==> config.mk <==
export PLATFORM = sky130hd
export DESIGN_NAME = mem_port_arbiter
export DESIGN_NICKNAME = d
export VERILOG_FILES = /design/src/rtl/mem_port_arbiter.sv
export SDC_FILE = /design/constraint.sdc
export NUM_CORES = 1
export LEC_CHECK = 0
export ABC_AREA = 1
export BUFFER_PORTS_ARGS = -buffer_cell sky130_fd_sc_hd__clkbuf_2
export CORE_MARGIN = 3
export CORE_UTILIZATION = 48
export CTS_BUF_LIST = sky130_fd_sc_hd__clkbuf_2
export CTS_CLUSTER_SIZE = 24
export DETAILED_ROUTE_END_ITERATION = 6
export PLACE_DENSITY = 0.82
export SLEW_MARGIN = 20
export SYNTH_ARGS = -nofsm -noshare
export SYNTH_HDL_FRONTEND = slang
export SYNTH_SLANG_ARGS = --single-unit
export TNS_END_PERCENT = 100
==> constraint.sdc <==
create_clock -name clk -period 2.2 [get_ports clk]
set_input_delay 0.44 -clock clk [delete_from_list [all_inputs] [get_ports clk]]
set_output_delay 0.44 -clock clk [all_outputs]
set_load 0.02 [all_outputs]
==> src/rtl/mem_port_arbiter.sv <==
// Arbiter sharing one memory port between instruction fetch and data load/store.
// Data wins ties, transactions are never preempted, and a stuck access times out with bus_err.
module mem_port_arbiter #(
  parameter int unsigned AW       = 32,
  parameter int unsigned DW       = 32,
  parameter int unsigned WAIT_MAX = 15
) (
  input  logic          clk,
  input  logic          reset,
  input  logic          if_req,
  input  logic [AW-1:0] if_addr,
  input  logic          d_req,
  input  logic          d_we,
  input  logic [AW-1:0] d_addr,
  input  logic [DW-1:0] d_wdata,
  output logic          if_done,
  output logic [DW-1:0] if_rdata,
  output logic          d_done,
  output logic [DW-1:0] d_rdata,
  output logic          if_stall,
  output logic          d_stall,
  output logic          bus_err,
  output logic          mem_req,
  output logic          mem_we,
  output logic [AW-1:0] mem_addr,
  output logic [DW-1:0] mem_wdata,
  input  logic          mem_ready,
  input  logic [DW-1:0] mem_rdata
);

  localparam int unsigned CW = $clog2(WAIT_MAX + 1);

  typedef enum logic [1:0] {StIdle, StIfBusy, StDBusy} state_e;

  state_e        state_q;
  logic [CW-1:0] cnt_q;

  logic busy, timeout, finish, if_fin, d_fin, arb, if_elig, d_elig;

  always_comb begin
    busy    = (state_q != StIdle);
    timeout = busy && !mem_ready && (cnt_q == CW'(WAIT_MAX - 1));
    finish  = busy && (mem_ready || timeout);
    if_fin  = finish && (state_q == StIfBusy);
    d_fin   = finish && (state_q == StDBusy);
    arb     = !busy || finish;
    // A requester finishing now, or whose done is showing, still holds req this cycle.
    if_elig = if_req && !if_done && !if_fin;
    d_elig  = d_req && !d_done && !d_fin;
  end

  assign if_stall = if_req & ~if_done;
  assign d_stall  = d_req & ~d_done;

  always_ff @(posedge clk or negedge reset) begin
    if (!reset) begin
      state_q   <= StIdle;
      cnt_q     <= '0;
      if_done   <= 1'b0;
      d_done    <= 1'b0;
      bus_err   <= 1'b0;
      if_rdata  <= '0;
      d_rdata   <= '0;
      mem_req   <= 1'b0;
      mem_we    <= 1'b0;
      mem_addr  <= '0;
      mem_wdata <= '0;
    end else begin
      if_done <= if_fin;
      d_done  <= d_fin;
      bus_err <= timeout;

      if (if_fin) begin
        if_rdata <= timeout ? '0 : mem_rdata;
      end
      // Stores leave the load data register untouched.
      if (d_fin && !mem_we) begin
        d_rdata <= timeout ? '0 : mem_rdata;
      end

      if (busy && !finish) begin
        cnt_q <= cnt_q + CW'(1);
      end else begin
        cnt_q <= '0;
      end

      if (arb) begin
        if (d_elig) begin
          state_q   <= StDBusy;
          mem_req   <= 1'b1;
          mem_we    <= d_we;
          mem_addr  <= d_addr;
          mem_wdata <= d_wdata;
        end else if (if_elig) begin
          state_q   <= StIfBusy;
          mem_req   <= 1'b1;
          mem_we    <= 1'b0;
          mem_addr  <= if_addr;
          mem_wdata <= '0;
        end else begin
          state_q <= StIdle;
          mem_req <= 1'b0;
          mem_we  <= 1'b0;
        end
      end
    end
  end

endmodule
-- Word-level counts from Yosys, hierarchy flattened
Index checks and enable logic that the tools add are counted.
- $add $sub $neg: 1
- eq/ne operators: 3
- mux-type cells: 11
- bitwise gates (word level): 4
- reduce and logical (&&, ||, !) cells: 24
- operators with widths (cell ; count):
    $mux 32 ; 5
    $logic_and 1x1->1 ; 11
    $logic_not 1->1 ; 8
    $add 4x1->4 const B ; 1
    $eq 4x4->1 const B ; 1
    $mux 1 ; 4
    $mux 4 ; 1
    $reduce_bool 2->1 ; 2
    $and 1x1->1 ; 2
    $eq 2x1->1 const B ; 1
    $eq 2x2->1 const B ; 1
    $logic_or 1x1->1 ; 2
    $mux 2 ; 1
    $not 1->1 ; 2
    $reduce_and 2->1 ; 1
- flip-flop bits (word level): 139
- bits of input ports: 134
- output and inout bits: 135
- word-level logic and storage cells: 54

-- Longest topological paths before layout
Gate-level depths: netlist of run 1.
- depth after elaboration: 10
- depth in mapped cells: 11
- gate-level depth less buffers: 10

-- Worst setup path after synthesis of run 1
Ideal clock, no wire load.
- kind: flip-flop to output port
- from: register d_done
- to: output d_stall
- arrival time: 1.216 ns
- data required time: 1.760 ns
- setup slack: 0.544 ns
- cell stages (with the launch flop): 3
- cell sequence: dfrtp_1 > nor2_1 > clkbuf_1
- word-level cells in the longest chain between the ends: 2
- RTL lines (what ; line ; RTL):
    start: declaration ; 18 ; output logic d_done,
    start signal: assignment ; 70 ; d_done <= d_fin;
    $not 1->1 ; 53 ; assign d_stall = d_req & ~d_done;
    $and 1x1->1 ; 53 ;
    end: declaration ; 21 ; output logic d_stall,
Every way passes these cells.

-- Worst setup path after layout of run 1
Ends and elaborated chain as after synthesis.

==> results.md, run 1 <==
- Cell family with the largest share of critical-path delay: flip-flops
- Mapped cell area: 5850 µm²
- Slew headroom: 61.7%
- Maxcap violations: 0
- Max FO, Critical Path: 4
- Failing checks: DRC
- 1st-pass router iterations: 7
- Worst hold path class: input pin to flip-flop
- GRT overflow: 0
- Fin crit share: 94.5%
- Tightest Pin Transition: 575 ps
- Avg WL per Cell: 16.9 µm
- CTS H-Tree Depth: 4
- Sequential share of the synthesized area: 59.4%
- Run status: finished with violations
- Clock sink count: 139
- Buffers plus inverters on the worst setup path: 1
- WP data required: 1760 ps
- Final Setup Violations: 0
- Port buffer count: 268
- Post-DP HPWL: 11600 µm
- End point of the critical path: d_stall
- Vias post-DR: 6401
- CTS max path bufs: 2
- TNS Setup: 0 ps
- Pwr Density: 1260 nW/µm²
- Routed Antenna Nets: 0
- Minimum clock period: 2080 ps
- Largest net degree at the start of global routing: 66
- Yosys warning total: 0
- Via/cell ratio: 5.33
- LEAKAGE: 4.95 nW
- R2R Setup Slk: 170 ps
- Mapped Avg Cell Area: 8.62 µm²
- Skew-Pair Late Insertion Delay: 690 ps
- Reg2Reg Depth: 8
- RSZ-0062 raised after global routing: false
- GR Util met1: 33.7%
- Critical path's slowest cell: dfrtp_1
- Synthesis-to-finish area growth: 48.0%
- CTS tree: built
- Routed wire length: 20300 µm
- WP depth: 2
- Gr usage total: 29.3%
- Max incr delay on CP: 450 ps
- Post-layout net count: 1181
- Most Crowded Layer GR: met2
- Crit-path cells: nor2_2, clkbuf_2
- DP Worst Slack: 186 ps
- Mapped Cells: 679
- Cts bufs inserted: 17
- Slew Limit Fails: 0
- Worst R2R End: mem_wdata[31]
- Core area: 11700 µm²
- Vias in the first global route: 6349
- Worst Skew: 29.5 ps
- Ports: 269
- Post-CTS Setup Bufs: 0
- GR Layer Usage met3: 8.08%
- Layout cells sized above 1: 30.9%
- Reg2reg start: cnt_q[0]
- Data arrival, critical path: 1640 ps
- Height of the die: 116 µm
- Post-synth cell types: 21
- Peak supply drop: 909 µV
- Max Fclk: 481 MHz
- CP startpoint kind: flip-flop
- Synthesized flop and latch total: 139
- DRT iter0 DRCs: 765
- Worst Path Class, Setup: flip-flop to output pin
- DRC viols: 2
- Die area: 13600 µm²
- Critical Path Sink Type: output pin
- Syn nets: 815
- Setup crit start: d_done
- Core Util, Final: 74.3%
- RePlAce Congestion: 0.819
- Clk Tree Root Cell: clkbuf_2
- First-pass GRT wire length: 31000 µm
- Cell row count: 39
- Fillcell total: 751
- Clock transition at the registers of the reported paths: 220 ps
- Starting density of the core: 50.2%
- Hold Violations, Final: 0
- Initial antenna violation count: 0
- DIE WIDTH: 116 µm
- Post-route setup slack: 120 ps
- Met2 Use GR: 49.7%
## timing repair
action | 4_1_cts | 5_1_grt
endpoints found under the hold margin | 265 | 0
setup endpoints to repair | 0 | 24
gates resized for setup | 0 | 3
hold buffers | 108 | 0
## cells by family after synthesis
kind of cell,Yosys count,share of synthesized area [%]
flip-flops,139,59.4
buffers and inverters,59,4.90
AO/OA/AOI/OAI,67,5.84
AND/OR/NAND/NOR,410,29.1
XOR/XNOR,2,0.299
adder cells (fa/ha/maj),2,0.428
## synth_stat cells
cell | instances | share of area (%)
inv_1 | 13 | 0.83
nor2_2 | 1 | 0.11
nand3_4 | 1 | 0.30
nor2_1 | 7 | 0.45
ha_1 | 2 | 0.43
xor2_1 | 1 | 0.15
dfrtp_1 | 139 | 59
nand2_1 | 297 | 19
nand2_2 | 2 | 0.21
xnor2_1 | 1 | 0.15
buf_2 | 16 | 1.4
inv_2 | 1 | 0.064
nor3_1 | 1 | 0.085
buf_4 | 2 | 0.26
nand3_1 | 98 | 8.4
clkbuf_1 | 22 | 1.4
buf_6 | 5 | 0.96
nand3_2 | 3 | 0.51
o21ai_0 | 59 | 5.0
o21ai_1 | 7 | 0.60
o21bai_2 | 1 | 0.19
## cell usage in the layout, fill, tap and decap left out
cell type and instances:
buf_12 3, buf_4 12, buf_6 1, buf_8 1, bufinv_16 3, clkbuf_2 285, clkinv_1 1, clkinv_2 2
clkinv_4 1, clkinvlp_4 4, dfrtp_1 139, diode_2 1, dlygate4sd3_1 108, ha_1 2, inv_1 13, inv_2 1
inv_6 3, nand2_1 296, nand2_2 3, nand3_1 98, nand3_2 3, nand3_4 1, nor2_1 5, nor2_2 3
nor3_1 1, o21ai_0 59, o21ai_1 7, o21bai_2 1, xnor2_1 1, xor2_1 1
## state kept, by name (all words and copies together), names as in the netlist
| register | count |
|---|---|
| mem_we | 1 |
| mem_req | 1 |
| mem_wdata | 32 |
| mem_addr | 32 |
| d_rdata | 32 |
| d_done | 1 |
| cnt_q | 4 |
| if_rdata | 32 |
| bus_err | 1 |
| state_q | 2 |
| if_done | 1 |
## through the flow
step | std cells | area (µm²) | hold slack, ps | power (mW)
6_report | 1202 | 8660 | 56.9 | 10.9
5_1_grt | 1201 | 8660 | 7.23 | 11.6
4_1_cts | 1201 | 8650 | 2.18 | 10.8
3_5_place_dp | 1061 | 7310 | 332 | 9.01
3_3_place_gp | 1061 | 7310 | 335 | 8.89
2_1_floorplan | 679 | 5850 | 144 | 7.22
## cell type report
cell class	instances	area [µm²]	area share [%]
Antenna cell	1	2.50	0.0289
Clock buffer	18	90.1	1.04
Clock inverter	14	169	1.95
Inverter	14	52.6	0.607
Multi-Input combinational cell	481	2090	24.2
Sequential cell	139	3480	40.2
Tap cell	143	179	2.07
Timing Repair Buffer	392	2590	30.0
## worst min path at each step
stage / from / end / cells past startpoint
final: d_addr[22] / mem_addr[22] / 5
after global routing: d_addr[22] / mem_addr[22] / 5
after CTS: d_addr[11] / mem_addr[11] / 5
after detailed placement: reset / mem_wdata[19] / 1
after global placement: reset / mem_wdata[14] / 1
after floorplan: reset / bus_err / 0
## layer usage
metal	vias to the layer above	wire length, µm	part of all wire (%)
met5	-	0	0
met4	0	1010	5.0
met1	2963	7240	36
li1	2915	-	-
met3	96	1760	8.7
met2	427	10300	51
## where the power goes
group,total (mW),switching [mW],internal [mW]
combinational,4.98,3.37,1.61
clock,1.61,0.969,0.640
sequential,4.31,0.686,3.63
## worst reg2reg max path: cells and delay by family, from the launching register on
family,cells,cell delay (ps)
AND/OR/NAND/NOR,5,840
buffers and inverters,2,520
flip-flops,1,440
adder cells (fa/ha/maj),1,200
Power figures use the tool's default switching activity.
==> run 2: changes to the inputs <==
- ABC_AREA: 1 -> not set
- CTS_CLUSTER_DIAMETER: not set -> 50
- clock period: 2.2 -> 2.26 ns (I/O delays scaled with it)
==> run 2 against run 1 <==
Net effect: the flow now finishes without violations; sequential share of layout area rose by 2.6 points; final cell count fell by 21%; routed wire length fell by 20%; first-iteration DRC count fell by 45%; area after synthesis fell by 1.8%; largest power group unchanged; utilization fell by 4.0 points; hold slack improved by 44 ps; design area fell by 6.2%; highest routed layer unchanged; combinational power rose by 5.2%; critical path depth rose by 5.
==> results.md, run 2 <==
- Run status: finished, final reports clean
- Cell taking the most area after synthesis: dfrtp_1
- CTS H-Tree Depth: 4 (unchanged)
- Final Setup Violations: 0 (unchanged)
- Fin crit share: 91.9%
- Routed Antenna Nets: 0 (unchanged)
- First-pass GRT wire length: 25700 µm (-17%)
- CTS tree: built
- CP startpoint kind: flip-flop
- Commonest non-fill, non-tap cell in the layout: clkbuf_2
- Predominant post-synthesis flop cell: dfrtp_1
- Fillcell total: 780 (+3.9%)
- Peak supply drop: 924 µV (+1.6%)
- Top cells by count, synth: dfrtp_1 (139), nand2_1 (98), o21ai_0 (54)
- Post-synthesis xor/xnor area fraction: 0.305% (+0.0055 points)
- Multiplexer area fraction after synthesis: 14.5% (+15 points)
- Worst Path Class, Setup: flip-flop to flip-flop
- Placed inst area: 7230 µm² (-1.0%)
- Clock sink count: 139 (unchanged)
- Synthesis-to-finish area growth: 41.4%
- Minimum clock period: 2080 ps
- Port buffer count: 268 (unchanged)
- Hold Violations, Final: 0 (unchanged)
- LEAKAGE: 4.40 nW (-11%)
- Largest family of logic cells by synthesized area: multiplexers
- DRT iter0 DRCs: 419 (-45%)
- Post-CTS Setup Bufs: 0 (unchanged)
- Fraction of the mapped netlist area in simple logic gates: 8.04% (-21 points)
- Most frequent cells in the layout: clkbuf_2 (288), dfrtp_1 (139), nand2_1 (98)
- Layout cells sized above 1: 46.6% (+16 points)
- Avg WL per Cell: 17.1 µm (+1.4%)
- Largest net degree at the start of global routing: 66 (unchanged)
- 1st-pass router iterations: 5 (-2)
- Slew headroom: 53.1% (-8.6 points)
- Most common cell in the netlist: dfrtp_1
- Post-synth EDFFs: 0 (unchanged)
- Initial antenna violation count: 0 (unchanged)
- Post-layout net count: 934 (-21%)
- Clk Tree Root Cell: clkbuf_2
- Post-synth ARST share: 100% (unchanged)
- Ports: 269 (unchanged)
- Cell area after layout: 8130 µm² (-6.2%)
- Maxcap violations: 0 (unchanged)
- Synthesized flop and latch total: 139 (unchanged)
- RePlAce Congestion: 0.825 (+0.72%)
- Worst hold path class: input pin to flip-flop
- Worst Skew: 27.0 ps (-2.50 ps)
- Vias post-DR: 4910 (-23%)
- Gr usage total: 25.0% (-4.4 points)
- GRT overflow: 0 (unchanged)
- Slew Limit Fails: 0 (unchanged)
- Compound-gate portion of the synthesized area: 12.2% (+6.4 points)
- Core area: 11600 µm² (-0.84%)
- Via/cell ratio: 5.15 (-3.4%)
- Cts bufs inserted: 17 (unchanged)
- Sequential share of the synthesized area: 60.5% (+1.1 points)
- Routed wire length: 16300 µm (-20%)
- DRC viols: 0 (-2)
- Data arrival, critical path: 2660 ps (+1020 ps)
- Yosys warning total: 0 (unchanged)
- Mapped Avg Cell Area: 12.3 µm² (+43%)
- Top cell type's share of synthesized area: 60.5% (+1.1 points)
- Critical Path Sink Type: flip-flop
- Cell row count: 39 (unchanged)
- Max FO, Critical Path: 18 (+14)
- Syn nets: 603 (-26%)
- Starting density of the core: 49.7% (-0.50 points)
- Post-synth cell types: 30 (+43%)
- RSZ-0062 raised after global routing: false
- Post-DP HPWL: 10900 µm (-5.6%)
- Ant diodes: 0 (-1)
- Skew-Pair Late Insertion Delay: 690 ps (about the same)
- Mapped cell area: 5750 µm² (-1.8%)
- DIE WIDTH: 115 µm (-0.87%)
- Adder-cell area share of the yosys netlist: 0.436% (+0.0079 points)
- TNS Setup: 0 ps (unchanged)
- Mapped Cells: 467 (-31%)
- Vias in the first global route: 5249 (-17%)
- Pwr Density: 1350 nW/µm² (+7.4%)
- Clock transition at the registers of the reported paths: 190 ps (-30 ps)
- Tightest Pin Transition: 696 ps (+121 ps)
- CTS max path bufs: 2 (unchanged)
- Height of the die: 115 µm (-0.87%)
- WP data required: 2840 ps (+1080 ps)
- Max Fclk: 482 MHz
- Die area: 13300 µm² (-1.7%)
- Area contributors post-synth: dfrtp_1 (61%), mux2_4 (7.8%), mux2_2 (6.7%)
[run 2: cell count changes in the layout (fill, tap and decap cells not counted), sizes merged, moves of 4 or more]
cell / before / now
a22o: 0 / 33
buf: 17 / 11
dlygate4sd3: 108 / 66
inv: 17 / 6
mux2: 0 / 64
nand2: 299 / 98
nand3: 102 / 2
o21ai: 66 / 70
[run 2: cell families (layout without fill, tap and decap cells)]
kind of cell / Yosys count / in the layout
AND/OR/NAND/NOR: 114 / 114
AO/OA/AOI/OAI: 108 / 108
XOR/XNOR: 2 / 2
multiplexers: 64 / 64
adder cells (fa/ha/maj): 2 / 2
flip-flops: 139 / 139
buffers and inverters: 38 / 382
[run 2: cell type report]
cell class / instances / area, µm² / area share [%]
Clock buffer: 21 / 105 / 1.29
Clock inverter: 11 / 126 / 1.56
Timing Repair Buffer: 344 / 2170 / 26.7
Sequential cell: 139 / 3480 / 42.8
Inverter: 6 / 22.5 / 0.277
Multi-Input combinational cell: 290 / 2040 / 25.2
Tap cell: 143 / 179 / 2.20
[run 2: report_power, final]
part	total [mW]	switching, mW	internal (mW)	leakage (nW)
clock	1.44	0.831	0.613	0.145
combinational	5.24	3.13	2.11	2.52
sequential	4.30	0.696	3.60	1.73
total	11.0	4.66	6.32	4.40
[run 2: repair_timing]
item                       in CTS  in global routing
setup endpoints to repair       0                  1
gates resized for setup         0                  1
hold buffers                   66                  0
hold endpoints to repair      236                  0
[run 2: worst paths after layout]
check,from,to,slack (ps),cells past startpoint
max,cnt_q[0],mem_addr[17],180,7
min,mem_ready,d_done,100,3
max reg2reg,cnt_q[0],mem_addr[17],180,7
min reg2reg,d_rdata[16],d_rdata[16],510,2
max in group asynchronous,reset,if_rdata[0],1400,3
min in group asynchronous,reset,if_rdata[15],200,2
[run 2: through the flow]
| step | power, mW | std cells | setup WS, ps | util, % | hold slack (ps) |
|---|---|---|---|---|---|
| 3_3_place_gp | 9.26 | 856 | 293 | 62.5 | 368 |
| 4_1_cts | 11.0 | 954 | 57.6 | 70.3 | 22.1 |
| 5_1_grt | 11.7 | 954 | 77.9 | 70.3 | 24.0 |
| 2_1_floorplan | 7.62 | 467 | 340 | - | 156 |
| 6_report | 11.0 | 954 | 183 | 70.3 | 101 |
| 3_5_place_dp | 9.49 | 856 | 228 | 62.5 | 373 |
[run 2: metal layers]
metal | global-route usage [%] | up-vias | routed length [µm]
met2 | 43.2 | 250 | 8470
met3 | 6.95 | 56 | 1240
met1 | 27.9 | 2333 | 5950
met5 | 0 | - | 0
met4 | 13.4 | 0 | 643
li1 | - | 2271 | -
[run 2: critical path, cell delays in order, from the launching register on]
cell and delay, ps:
dfrtp_1 450, inv_1 70, ha_1 210, a31oi_4 170, o21ai_4 260, buf_12 220, mux2_4 320, mux2_2 260
==> run 3: changes to the inputs <==
--- a/constraint.sdc
+++ b/constraint.sdc
@@ -3,2 +3,2 @@
 set_output_delay 0.452 -clock clk [all_outputs]
-set_load 0.02 [all_outputs]
+set_load 0.05 [all_outputs]
==> run 3 against run 2 <==
Net effect: utilization grew 0.076 points; global-route usage hardly changed; register-to-register slack hardly changed; critical endpoint is now d_stall; highest routed layer unchanged; clock power hardly changed; sequential share of layout area barely moved.
==> results.md, run 3 (synthesis gave the netlist of run 2 again) <==
- Most frequent cells in the layout: clkbuf_2 (287), dfrtp_1 (139), nand2_1 (98)
- Cts bufs inserted: 17 (unchanged)
- Max Fclk: 475 MHz (-1.3%)
- Crit-path cells: nand2b_4, inv_2, clkbuf_2
- Layout cells sized above 1: 46.6% (unchanged)
- Minimum clock period: 2100 ps (+26.6 ps)
- Clock sink count: 139 (unchanged)
- Vias post-DR: 4911 (+0.020%)
- Run status: finished, final reports clean
- Worst hold path class: input pin to flip-flop
- DRC viols: 0 (unchanged)
- Cell area after layout: 8140 µm² (+0.11%)
- Avg WL per Cell: 17.1 µm (about the same)
- Post-layout net count: 934 (unchanged)
- Maxcap violations: 0 (unchanged)
- Final Non-Filler Cells: 954 (unchanged)
- RSZ-0062 raised after global routing: false
- WP data required: 1810 ps (-1030 ps)
- Gr usage total: 25.0% (about the same)
- DRT iter0 DRCs: 421 (+0.48%)
- Cell row count: 39 (unchanged)
- Routed Antenna Nets: 0 (unchanged)
- Clock transition at the registers of the reported paths: 170 ps (-20 ps)
- Final Setup Violations: 0 (unchanged)
- Initial antenna violation count: 0 (unchanged)
- CTS H-Tree Depth: 4 (unchanged)
- Synthesis-to-finish area growth: 41.6%
- Slew headroom: 53.3% (+0.19 points)
- Commonest non-fill, non-tap cell in the layout: clkbuf_2
- Critical Path Sink Type: output pin
- Clk Tree Root Cell: clkbuf_2
- CP startpoint kind: flip-flop
- TNS Setup: 0 ps (unchanged)
- Vias in the first global route: 5249 (unchanged)
- Height of the die: 115 µm (unchanged)
- Slew Limit Fails: 0 (unchanged)
- Starting density of the core: 49.7% (unchanged)
- Post-CTS Setup Bufs: 0 (unchanged)
- Max FO, Critical Path: 5 (-13)
- CTS tree: built
- Post-DP HPWL: 10900 µm (unchanged)
- Fillcell total: 779 (-0.13%)
- RePlAce Congestion: 0.825 (unchanged)
- Skew-Pair Late Insertion Delay: 690 ps (about the same)
- Largest net degree at the start of global routing: 66 (unchanged)
- Core Util, Final: 70.3% (+0.076 points)
- 1st-pass router iterations: 6 (+1)
- First-pass GRT wire length: 25700 µm (about the same)
- Data arrival, critical path: 1650 ps (-1010 ps)
- Peak supply drop: 1540 µV (+67%)
- Routed wire length: 16300 µm (about the same)
- Port buffer count: 268 (unchanged)
- Fin crit share: 93.1% (+1.2 points)
- DIE WIDTH: 115 µm (unchanged)
- GRT overflow: 0 (unchanged)
- Core area: 11600 µm² (unchanged)
- Ports: 269 (unchanged)
- Via/cell ratio: 5.15 (about the same)
- LEAKAGE: 4.40 nW (about the same)
- Placed inst area: 7230 µm² (unchanged)
- Ant diodes: 0 (unchanged)
- Tightest Pin Transition: 693 ps (-2.81 ps)
- Worst Path Class, Setup: flip-flop to output pin
- Critical path's slowest cell: dfrtp_1
- Placed Cells: 856 (unchanged)
- Worst Skew: 27.0 ps (+0.000900 ps)
- Max incr delay on CP: 430 ps (-20 ps)
- Hold Violations, Final: 0 (unchanged)
- Pwr Density: 1660 nW/µm² (+23%)
- Die area: 13300 µm² (unchanged)
- CTS max path bufs: 2 (unchanged)
[run 3: cell counts in the layout (fill, tap and decap cells not counted)]
No cell type changed its count.
[run 3: report_power, final]
part           switching [mW]  total [mW]  internal, mW
clock                   0.831        1.44         0.613
combinational            5.66        7.76          2.11
sequential              0.697        4.30          3.60
total                    7.19        13.5          6.32
[run 3: path summary, 6_finish.rpt]
path	endpoint	depth (start not counted)	slack, ps	start
min	d_done	3	100	mem_ready
max	d_stall	3	160	d_done
min reg2reg	d_rdata[16]	2	510	d_rdata[16]
max reg2reg	mem_addr[17]	7	180	cnt_q[0]
max in group asynchronous	if_rdata[0]	3	1400	reset
min in group asynchronous	if_rdata[15]	2	200	reset
[run 3: metal layers]
| metal | track usage [%] | share of wire, % | vias to the layer above |
|---|---|---|---|
| li1 | - | - | 2271 |
| met1 | 27.9 | 37 | 2338 |
| met2 | 43.2 | 52 | 246 |
| met3 | 7.00 | 7.5 | 56 |
| met4 | 13.4 | 3.9 | 0 |
| met5 | 0 | 0 | - |
[run 3: per-stage QoR]
step                worst slack (ps)  total power [mW]  hold slack, ps
floorplan                       45.6              10.1             156
global placement                 293              11.8             368
detailed placement               228              12.0             373
CTS                             29.9              13.5            22.1
global route                    2.45              14.2            24.0
finish                           157              13.5             100
[run 3: timing repair]
item,4_1_cts,5_1_grt
hold buffers,66,0
endpoints found under the setup margin,1,1
hold endpoints to repair,236,0
gates resized for setup,2,1
[run 3: area by class of cell]
cell class	count	area [µm²]	share of cell area (%)
timing repair buffer	344	2180	26.8
multi-input combinational	290	2040	25.1
tap	143	179	2.20
clock buffer	21	105	1.29
clock inverter	11	126	1.55
inverter	6	22.5	0.277
sequential	139	3480	42.8
[run 3: critical path, delay by kind of cell (launching register included)]
kind,cells,cell delay [ps]
flip-flops,1,430
buffers and inverters,2,400
AND/OR/NAND/NOR,1,160
